## src/rtl/frame_scanner.sv

```systemverilog
// frame_scanner: walks the frame buffer in raster order and emits addr/x/y/data per pixel.
// Pixel appears RD_LAT+1 cycles after its mem_en; hold stalls issue only, in-flight reads always drain.
module frame_scanner #(
    parameter int IMAGE_WIDTH  = 640,
    parameter int IMAGE_HEIGHT = 480,
    parameter int ADDR_W       = 19,
    parameter int DATA_W       = 12,
    parameter int RD_LAT       = 1
) (
    input  logic              clk,
    input  logic              rst_n,
    input  logic              start_i,
    input  logic              hold_i,
    output logic              mem_en_o,
    output logic [ADDR_W-1:0] mem_addr_o,
    input  logic [DATA_W-1:0] mem_rdata_i,
    output logic              pix_valid_o,
    output logic [ADDR_W-1:0] pix_addr_o,
    output logic [9:0]        pix_x_o,
    output logic [8:0]        pix_y_o,
    output logic [DATA_W-1:0] pix_data_o,
    output logic              pix_sof_o,
    output logic              pix_eof_o,
    output logic              busy_o,
    output logic              done_o
);

    localparam logic [ADDR_W-1:0] LAST_ADDR = ADDR_W'(IMAGE_WIDTH * IMAGE_HEIGHT - 1);
    localparam logic [9:0]        LAST_X    = 10'(IMAGE_WIDTH - 1);

    typedef enum logic [1:0] {IDLE, SCAN, DRAIN, DONE} state_t;

    typedef struct packed {
        logic              vld;
        logic [ADDR_W-1:0] addr;
        logic [9:0]        x;
        logic [8:0]        y;
        logic              sof;
        logic              eof;
    } tag_t;

    state_t            state_q, state_d;
    logic [ADDR_W-1:0] addr_q, addr_d;
    logic [9:0]        x_q, x_d;
    logic [8:0]        y_q, y_d;
    tag_t              iss_q, iss_d;
    tag_t              pipe_q [RD_LAT];
    tag_t              out_q;
    logic [DATA_W-1:0] data_q;

    logic [ADDR_W-1:0] cur_addr;
    logic [9:0]        cur_x;
    logic [8:0]        cur_y;
    logic              do_issue;
    logic              in_flight;

    always_comb begin
        state_d   = state_q;
        addr_d    = addr_q;
        x_d       = x_q;
        y_d       = y_q;
        iss_d     = iss_q;
        iss_d.vld = 1'b0;
        cur_addr  = addr_q;
        cur_x     = x_q;
        cur_y     = y_q;
        do_issue  = 1'b0;

        in_flight = iss_q.vld;
        for (int i = 0; i < RD_LAT; i++) begin
            in_flight = in_flight | pipe_q[i].vld;
        end

        case (state_q)
            IDLE: begin
                if (start_i) begin
                    state_d  = SCAN;
                    addr_d   = '0;
                    x_d      = '0;
                    y_d      = '0;
                    cur_addr = '0;
                    cur_x    = '0;
                    cur_y    = '0;
                    do_issue = !hold_i;
                end
            end
            SCAN:    do_issue = !hold_i;
            DRAIN:   if (!in_flight) state_d = DONE;
            DONE:    state_d = IDLE;
            default: state_d = IDLE;
        endcase

        // The start edge itself issues pixel 0, so mem_en follows start by one cycle.
        if (do_issue) begin
            iss_d.vld  = 1'b1;
            iss_d.addr = cur_addr;
            iss_d.x    = cur_x;
            iss_d.y    = cur_y;
            iss_d.sof  = (cur_addr == '0);
            iss_d.eof  = (cur_addr == LAST_ADDR);
            if (cur_addr == LAST_ADDR) begin
                state_d = DRAIN;
            end else begin
                addr_d = cur_addr + 1'b1;
                if (cur_x == LAST_X) begin
                    x_d = '0;
                    y_d = cur_y + 9'd1;
                end else begin
                    x_d = cur_x + 10'd1;
                end
            end
        end
    end

    always_ff @(posedge clk or negedge rst_n) begin
        if (!rst_n) begin
            state_q <= IDLE;
            addr_q  <= '0;
            x_q     <= '0;
            y_q     <= '0;
            iss_q   <= '0;
            for (int i = 0; i < RD_LAT; i++) begin
                pipe_q[i] <= '0;
            end
            out_q   <= '0;
            data_q  <= '0;
        end else begin
            state_q   <= state_d;
            addr_q    <= addr_d;
            x_q       <= x_d;
            y_q       <= y_d;
            iss_q     <= iss_d;
            pipe_q[0] <= iss_q;
            for (int i = 1; i < RD_LAT; i++) begin
                pipe_q[i] <= pipe_q[i-1];
            end
            // Output fields only load on a valid beat so they hold their last pixel in gaps.
            out_q.vld <= pipe_q[RD_LAT-1].vld;
            if (pipe_q[RD_LAT-1].vld) begin
                out_q  <= pipe_q[RD_LAT-1];
                data_q <= mem_rdata_i;
            end
        end
    end

    assign mem_en_o    = iss_q.vld;
    assign mem_addr_o  = iss_q.addr;
    assign pix_valid_o = out_q.vld;
    assign pix_addr_o  = out_q.addr;
    assign pix_x_o     = out_q.x;
    assign pix_y_o     = out_q.y;
    assign pix_data_o  = data_q;
    assign pix_sof_o   = out_q.vld & out_q.sof;
    assign pix_eof_o   = out_q.vld & out_q.eof;
    assign busy_o      = (state_q == SCAN) || (state_q == DRAIN);
    assign done_o      = (state_q == DONE);

endmodule

```

## config.mk

```make
export PLATFORM = sky130hd
export DESIGN_NAME = frame_scanner
export DESIGN_NICKNAME = d
export VERILOG_FILES = /design/src/rtl/frame_scanner.sv
export SDC_FILE = /design/constraint.sdc
export NUM_CORES = 1
export LEC_CHECK = 0
export CORE_UTILIZATION = 30
export DETAILED_ROUTE_END_ITERATION = 16
export PLACE_DENSITY = 0.5
export SLEW_MARGIN = 20
export SYNTH_ARGS = -nofsm -noshare
export SYNTH_HDL_FRONTEND = slang
export SYNTH_SLANG_ARGS = --single-unit
```

## constraint.sdc

```tcl
create_clock -name clk -period 4.46 [get_ports clk]
set_clock_uncertainty 0.05 [all_clocks]
set_input_delay 1.338 -clock clk [delete_from_list [all_inputs] [get_ports clk]]
set_output_delay 1.338 -clock clk [all_outputs]
set_load 0.05 [all_outputs]
```

## Yosys cells after proc, flatten, opt, wreduce, memory -nomap -nowiden

Cells that the tools add are included.

| word-level totals | value |
|---|---|
| output and inout port bits | 75 |
| input port bits | 16 |
| register bits after elaboration | 175 |
| logic and storage cells | 61 |

| cells by class | value |
|---|---|
| bitwise gates (word level) | 3 |
| multiplexer cells | 23 |
| $add $sub $neg | 3 |
| equality and inequality tests | 5 |
| reduce and logical (&&, ||, !) cells | 4 |

Operators with widths:

| operator | count |
|---|---|
| 2-to-1 mux 41 bit | 2 |
| 2-to-1 mux 19 bit | 4 |
| 2-to-1 mux 10 bit | 5 |
| 2-to-1 mux 9 bit | 5 |
| adder 19 x 1 -> 19 bit (second input constant) | 1 |
| == test 19 bit (second input constant) | 1 |
| logical NOT 19 bit | 1 |
| adder 10 x 1 -> 10 bit (second input constant) | 1 |
| == test 10 bit (second input constant) | 1 |
| adder 9 x 1 -> 9 bit (second input constant) | 1 |
| 2-to-1 mux 2 bit | 4 |
| case mux 2 bit (3 select lines) | 1 |
| == test 2 bit (second input constant) | 2 |
| AND 1 bit | 2 |
| == test 2 x 1 -> 1 bit (second input constant) | 1 |
| logical NOT 2 bit | 1 |
| case mux 1 bit (2 select lines) | 1 |
| logical NOT 1 bit | 1 |
| logical OR 1 bit | 1 |
| 2-to-1 mux 1 bit | 1 |
| bitwise OR 1 bit | 1 |

## Logic depth before layout (Yosys ltp)

Gate-level depths: netlist (run 1).

| depth | value |
|---|---|
| depth after elaboration | 6 |
| depth in mapped cells | 12 |
| mapped depth without buffers | 11 |

## Least setup slack after synthesis (run 1)

OpenSTA, ideal clock, no wires.

| timing path | value |
|---|---|
| kind | input -> register |
| from | input start_i |
| to | register y_q[7] |
| path slack | 1258 ps |
| arrival time | 3074 ps |
| library setup time | 78 ps |
| required time | 4332 ps |
| stages on the path | 9 |
| path buffers | 1 |
| cells stage by stage | nand2_1 -> and2_1 -> ha_1 -> and3_1 -> and4_1 -> clkbuf_1 -> o2111ai_1 -> or3_1 -> a21oi_1 |

| between the ends | value |
|---|---|
| word-level cells in the longest chain between the ends | 6 |
| elaborated cells on any way between the ends | 14 |
| those cells by class | 1 x add/sub; 2 x eq/ne; 11 x mux |

RTL lines:

| what | line | source |
|---|---|---|
| start, declared | 12 | `input logic start_i,` |
| 2-to-1 mux 10 bit | 76 | `if (start_i) begin` |
| 2-to-1 mux 10 bit | 74 | `case (state_q)` |
| via cur_x[0] | 52 | `logic [9:0] cur_x;` |
| == test 10 bit | 105 | `if (cur_x == LAST_X) begin` |
| 2-to-1 mux 9 bit | 105 |  |
| 2-to-1 mux 9 bit | 101 | `if (cur_addr == LAST_ADDR) begin` |
| 2-to-1 mux 9 bit | 94 | `if (do_issue) begin` |
| via y_d[7] | 45 | `logic [8:0] y_q, y_d;` |
| end signal, assigned | 131 | `y_q <= y_d;` |
| end, declared | 45 |  |

The timed path passes the listed nets, and every way through them passes these cells.
A chain may end at the register's enable or synchronous reset.

## Worst setup path in the final report (run 1)

Same ends and word-level chain as after synthesis.

==> metrics.txt, run 1 <==
clk buf depth 2; vias in the first global route 4,571; cell family with most CP delay simple AND/OR/NAND/NOR gates; setup slack after layout 0.812 ns; Max Cap Violations 0; Post-Syn Area 0.00718 mm2; Clk Tree Root Cell clkbuf_16; Yosys reg bits 175; Starting Density 0.306; Max Slew Vio Count 0; clk sinks 175; Vias/cell 4.56; PortBufs 90; Horiz. Die Dim 157 um; Nets 668; fin crit share 0.818; headroom to the max-slew limit 0.496; critical path, cell by cell clkdlybuf4s50_1, nand2_1, and2_1, ha_1, and3_1, and4_1, o2111ai_1, or3_1, a21oi_1; min-delay src iss_q[6]$_DFFE_PN0P_; Static Leak 3.87 nW; fin area 0.00862 mm2; routed length per instance 14.9 um; Synth Area in Compound Gates 0.0628; largest family of logic cells by synthesized area simple AND/OR/NAND/NOR gates; Setup Buffers After CTS 0; Antenna Nets Post-Route 0; post-synthesis simple-gate area fraction 0.123; CP Max Fanout 8; critical path arrival 3.94 ns; post-cts sizing count 0; CTS tree yes; RSZ-0062 raised after global routing false; Post-Layout Cell Count 977; hpwl dp 9790 um; global route overflow 0; vias 4,456; die height 157 um; Global Route Usage Sum 0.128; multiplexer share of the synthesized area 0.0973; Most used DFF post-synth dfrtp_1; total CTS buffers 17; Finished Core Util 0.367; most frequent cells in the layout dfrtp_1, clkdlybuf4s50_1, nand2_1; largest net degree at the start of global routing 82; Yosys top cell area share 0.610; drt drc 0; commonest non-fill, non-tap cell in the layout dfrtp_1; DP Cell Count 946; setup_tns 0 ns; Worst-path clk slew 0.06 ns; critical path class primary input to register; crit-path max cell delay 0.51 ns; Post-Synth Adder-Cell Area 0.0105; Post-synth EDFFs 0; RePlAce Congestion 0.874; post-layout power 4.37 mW; drt initial violations 180; Reg2Reg Setup Slack 1.43 ns; Setup-failing EPs final 0; synthesized netlist net count 629; Synth warnings 0; initial antenna violation count 0; Slew @ Worst Pin 0.757 ns; Avg Cell Area, Syn 11.8 um2; synthesized instance count 607; # hold bufs at CTS 0; HP Class register to register; Setup crit end kind register; CORE AREA 0.0235 mm2; Pre-antenna DRT Iters 5; cell taking the most area after synthesis dfrtp_1; Netlist cell types 47; IR drop worst, VDD 0.238 mV; P per Cell Area 506 mW/mm2; Hold Path Sink pipe_q[6]$_DFF_PN0_; CP max stage cell clkdlybuf4s50_1; worst reg2reg path depth 10; pre-CTS setup slack 0.425 ns; Area after DPL 0.00803 mm2; crit start category primary input; sequential-to-total area share from yosys stat 0.610; n_diodes 0; Buf+Inv Stages, Crit Path 1; P&R area growth vs syn 20.1%; worst reg2reg path startpoint state_q[0]$_DFF_PN0_; outcome finished, final reports clean; Worst Hold Depth 0; first-pass GRT wire length 24,100 um; share of cells above drive strength 1 0.164; f_max 0.274 GHz; Critical Path RT 4.75 ns; H-tree depth 4; fraction of synthesized cell area in xor and xnor cells 0.0183; Die Footprint 0.0245 mm2; WL final 14,500 um; Clk Latency, worst-skew pair 0.43 ns; io pins 91; Fin. Hold Viols 0; Hold Worst Slack 0.324 ns; Site Rows 56; Worst path depth 9; Area contributors post-synth dfrtp_1, mux2_2, buf_4; Tmin final 3.65 ns; ys async rst share 1.00; RR Endpoint y_q[7]$_DFF_PN0_
## sequential cells by signal, indices dropped and copies added, names as in the netlist, 9 cells and up
signal and cells:
iss_q 21, x_q 10, mem_addr_o 19, pix_data_o 12
pipe_q 41, addr_q 19, pix_y_o 9, pix_addr_o 19
pix_x_o 10, y_q 9
## worst max path at each step
| stage | startpoint | to | slack (ns) |
|---|---|---|---|
| 2_1_floorplan | start_i | y_q[7]$_DFF_PN0_ | 1.26 |
| 3_3_place_gp | start_i | y_q[7]$_DFF_PN0_ | 0.53 |
| 3_5_place_dp | start_i | y_q[7]$_DFF_PN0_ | 0.43 |
| 4_1_cts | start_i | y_q[7]$_DFF_PN0_ | 0.85 |
| 5_1_grt | start_i | y_q[7]$_DFF_PN0_ | 0.63 |
| 6_report | start_i | y_q[7]$_DFF_PN0_ | 0.81 |
## cell usage after synthesis (all sizes together) (8+ instances only)
| library cell | n |
|---|---|
| nand2 | 87 |
| nand3 | 16 |
| o21ai | 42 |
| mux2 | 59 |
| buf | 61 |
| clkbuf | 20 |
| nor2 | 28 |
| a21oi | 9 |
| xnor2 | 8 |
| dfrtp | 175 |
| and3 | 10 |
| nand4 | 8 |
## cell type report
class	instances	area, um2
clock inverters	8	105
flip-flops and latches	175	4380
fillers	2284	14900
clock buffers	23	488
inverters	7	26.3
well taps	319	399
multi-input cells	344	2240
repair buffers	101	985
## report_power, final
group / switching (mW) / internal, mW
Clock: 0.599 / 0.885
Sequential: 0.117 / 1.74
Combinational: 0.671 / 0.352
Total: 1.39 / 2.98
## metal layers
metal | GRT usage | share of wire | vias up
met1 | 0.165 | 0.48 | 2234
met4 | 0.0570 | 0.015 | 0
met2 | 0.206 | 0.47 | 108
met3 | 0.0266 | 0.039 | 20
met5 | 0 | 0 | -
li1 | - | - | 2094
## cells by family after synthesis
kind of cell / count (synthesis)
flops: 175
buf+inv: 88
simple gates: 187
compound gates: 74
mux: 62
xor+xnor: 15
fa+ha+maj: 6
(Power assumes the default switching activity.)
==> run 2, diff against run 1 <==
Clock period 4.46 ns to 3.56 ns, I/O delays scaled along.
==> run 2 against run 1 <==
Against the previous run:
- first-iteration DRC count rose by 12%
- global-route usage barely moved
- cell count rose by 1.0%
- worst setup slack got worse by 0.45 ns
- power rose by 27%
- hold slack got worse by 0.0030 ns
- utilization rose by 0.37 points
- wire length fell by 0.16%
- flip-flop and latch count did not move
- register-to-register slack got worse by 0.47 ns
- critical path depth fell by 6
- non-clock buffer count rose by 8
==> metrics.txt, run 2 (same netlist as run 1, synthesis figures left out) <==
Largest regs pipe_q: 41 flops, iss_q: 21 flops; Global Route Usage Sum 0.127; CP Max Fanout 4; P&R area growth vs syn 21.3%; initial antenna violation count 1; RSZ-0062 raised after global routing false; vias in the first global route 4,470; critical path, cell by cell inv_1, ha_1, clkdlybuf4s50_1; first element of the critical path state_q[0]$_DFF_PN0_; Fin. Hold Viols 0; drt initial violations 201; RR Endpoint y_q[7]$_DFF_PN0_; Worst-path clk slew 0.07 ns; Vias/cell 4.54; Pre-antenna DRT Iters 6; largest net degree at the start of global routing 71; Clk Tree Root Cell clkbuf_16; Max Slew Vio Count 0; worst reg2reg path depth 10; metal2 WL 6650 um; HP Class register to register; most frequent cells in the layout dfrtp_1, clkdlybuf4s50_1, nand2_1; Top reg by flops pipe_q; Setup Buffers After CTS 0; clk buf depth 2; io pins 91; PortBufs 90; hpwl dp 9730 um; met3 wire len 619 um; IR drop worst, VDD 0.351 mV; first-pass GRT wire length 23,900 um; CP endpoint busy_o; Psw 1.81 mW; P per Cell Area 636 mW/mm2; combinational share of power 0.239; Die Footprint 0.0245 mm2; post-cts sizing count 0; DR top layer met4; CTS tree yes; Setup crit end kind primary output; Finished Core Util 0.371; fin crit share 0.899; global route overflow 0; Max Cap Violations 0; switching share of total power 0.327; Antenna Nets Post-Route 0; Starting Density 0.306; outcome finished, final reports clean; total CTS buffers 17; CP max stage cell clkdlybuf4s50_1; setup_tns 0 ns; CORE AREA 0.0235 mm2; share of cells above drive strength 1 0.177; Static Leak 3.90 nW; f_max 0.313 GHz; vias 4,477; Setup-failing EPs final 0; routed length per instance 14.7 um; critical path arrival 2.08 ns; crit start category register; Reg2Reg Setup Slack 0.96 ns; clock network fraction of total power 0.344; WL final 14,500 um; # hold bufs at CTS 0; critical path class register to primary output; Site Rows 56; Horiz. Die Dim 157 um; worst reg2reg path startpoint state_q[0]$_DFF_PN0_; Nets 676; drt drc 0; met1 WL 7040 um; min-delay src iss_q[20]$_DFFE_PN0P_; Flop pwr share 0.417; number of flip-flops in the largest register 41; post-layout power 5.54 mW; Critical Path RT 2.44 ns; Tmin final 3.20 ns; H-tree depth 4; commonest non-fill, non-tap cell in the layout dfrtp_1; clk sinks 175; RePlAce Congestion 0.859; Cell Int Power 3.73 mW; headroom to the max-slew limit 0.491; Slew @ Worst Pin 0.764 ns; die height 157 um; Clk Latency, worst-skew pair 0.43 ns; crit-path max cell delay 0.83 ns
## run 2: changes by cell type in the layout (fill, tap and decap cells not counted), sizes merged
cell	delta
buf	+8
clkbuf	-3
clkinv	-3
clkinvlp	+3
diode	+1
inv	+4
## run 2: worst min path at each step
stage | to | slack (ns) | cells after the start
after floorplan | pipe_q[11]$_DFF_PN0_ | 0.30 | 0
after global placement | pipe_q[5]$_DFF_PN0_ | 0.31 | 0
after CTS | pipe_q[20]$_DFF_PN0_ | 0.33 | 0
after global routing | pipe_q[20]$_DFF_PN0_ | 0.33 | 0
after detailed placement | pipe_q[9]$_DFF_PN0_ | 0.32 | 0
final | pipe_q[20]$_DFF_PN0_ | 0.32 | 0
## run 2: area by class of cell
cell class                      count  area, um2
Sequential cell                   175       4380
Antenna cell                        1       2.50
Fill cell                        2282      14800
Multi-Input combinational cell    344       2240
Timing Repair Buffer              109       1060
Clock buffer                       20        457
Inverter                            7       26.3
Clock inverter                     12        148
Tap cell                          319        399
## run 2: layer usage
metal	track usage	vias up
li1	-	2136
met4	0.0458	0
met2	0.195	96
met5	0	-
met1	0.171	2230
met3	0.0366	15
## run 2: per-stage QoR
step                std cells  hold slack, ns  area, um2  setup slack (ns)
floorplan                 607           0.300       7180             0.628
CTS                       986           0.326       8700             0.345
finish                    987           0.321       8710             0.361
detailed placement        954           0.317       8100             0.174
global route              986           0.331       8700             0.270
global placement          954           0.313       8100             0.256
## run 2: worst max-delay path: cells and delay by family (launching register included)
kind                     cells  cell delay (ns)
flip-flops                   1             0.41
buffers and inverters        2             0.94
adder cells (fa/ha/maj)      1             0.31
## run 2: power by group through the flow
stage | Combinational (mW) | Clock [mW] | Sequential, mW
finish | 1.32 | 1.91 | 2.31
global route | 1.43 | 2.07 | 2.34
CTS | 1.34 | 1.97 | 2.31
detailed placement | 1.34 | 0 | 2.35
global placement | 1.32 | 0 | 2.34
floorplan | 0.675 | 0 | 2.58
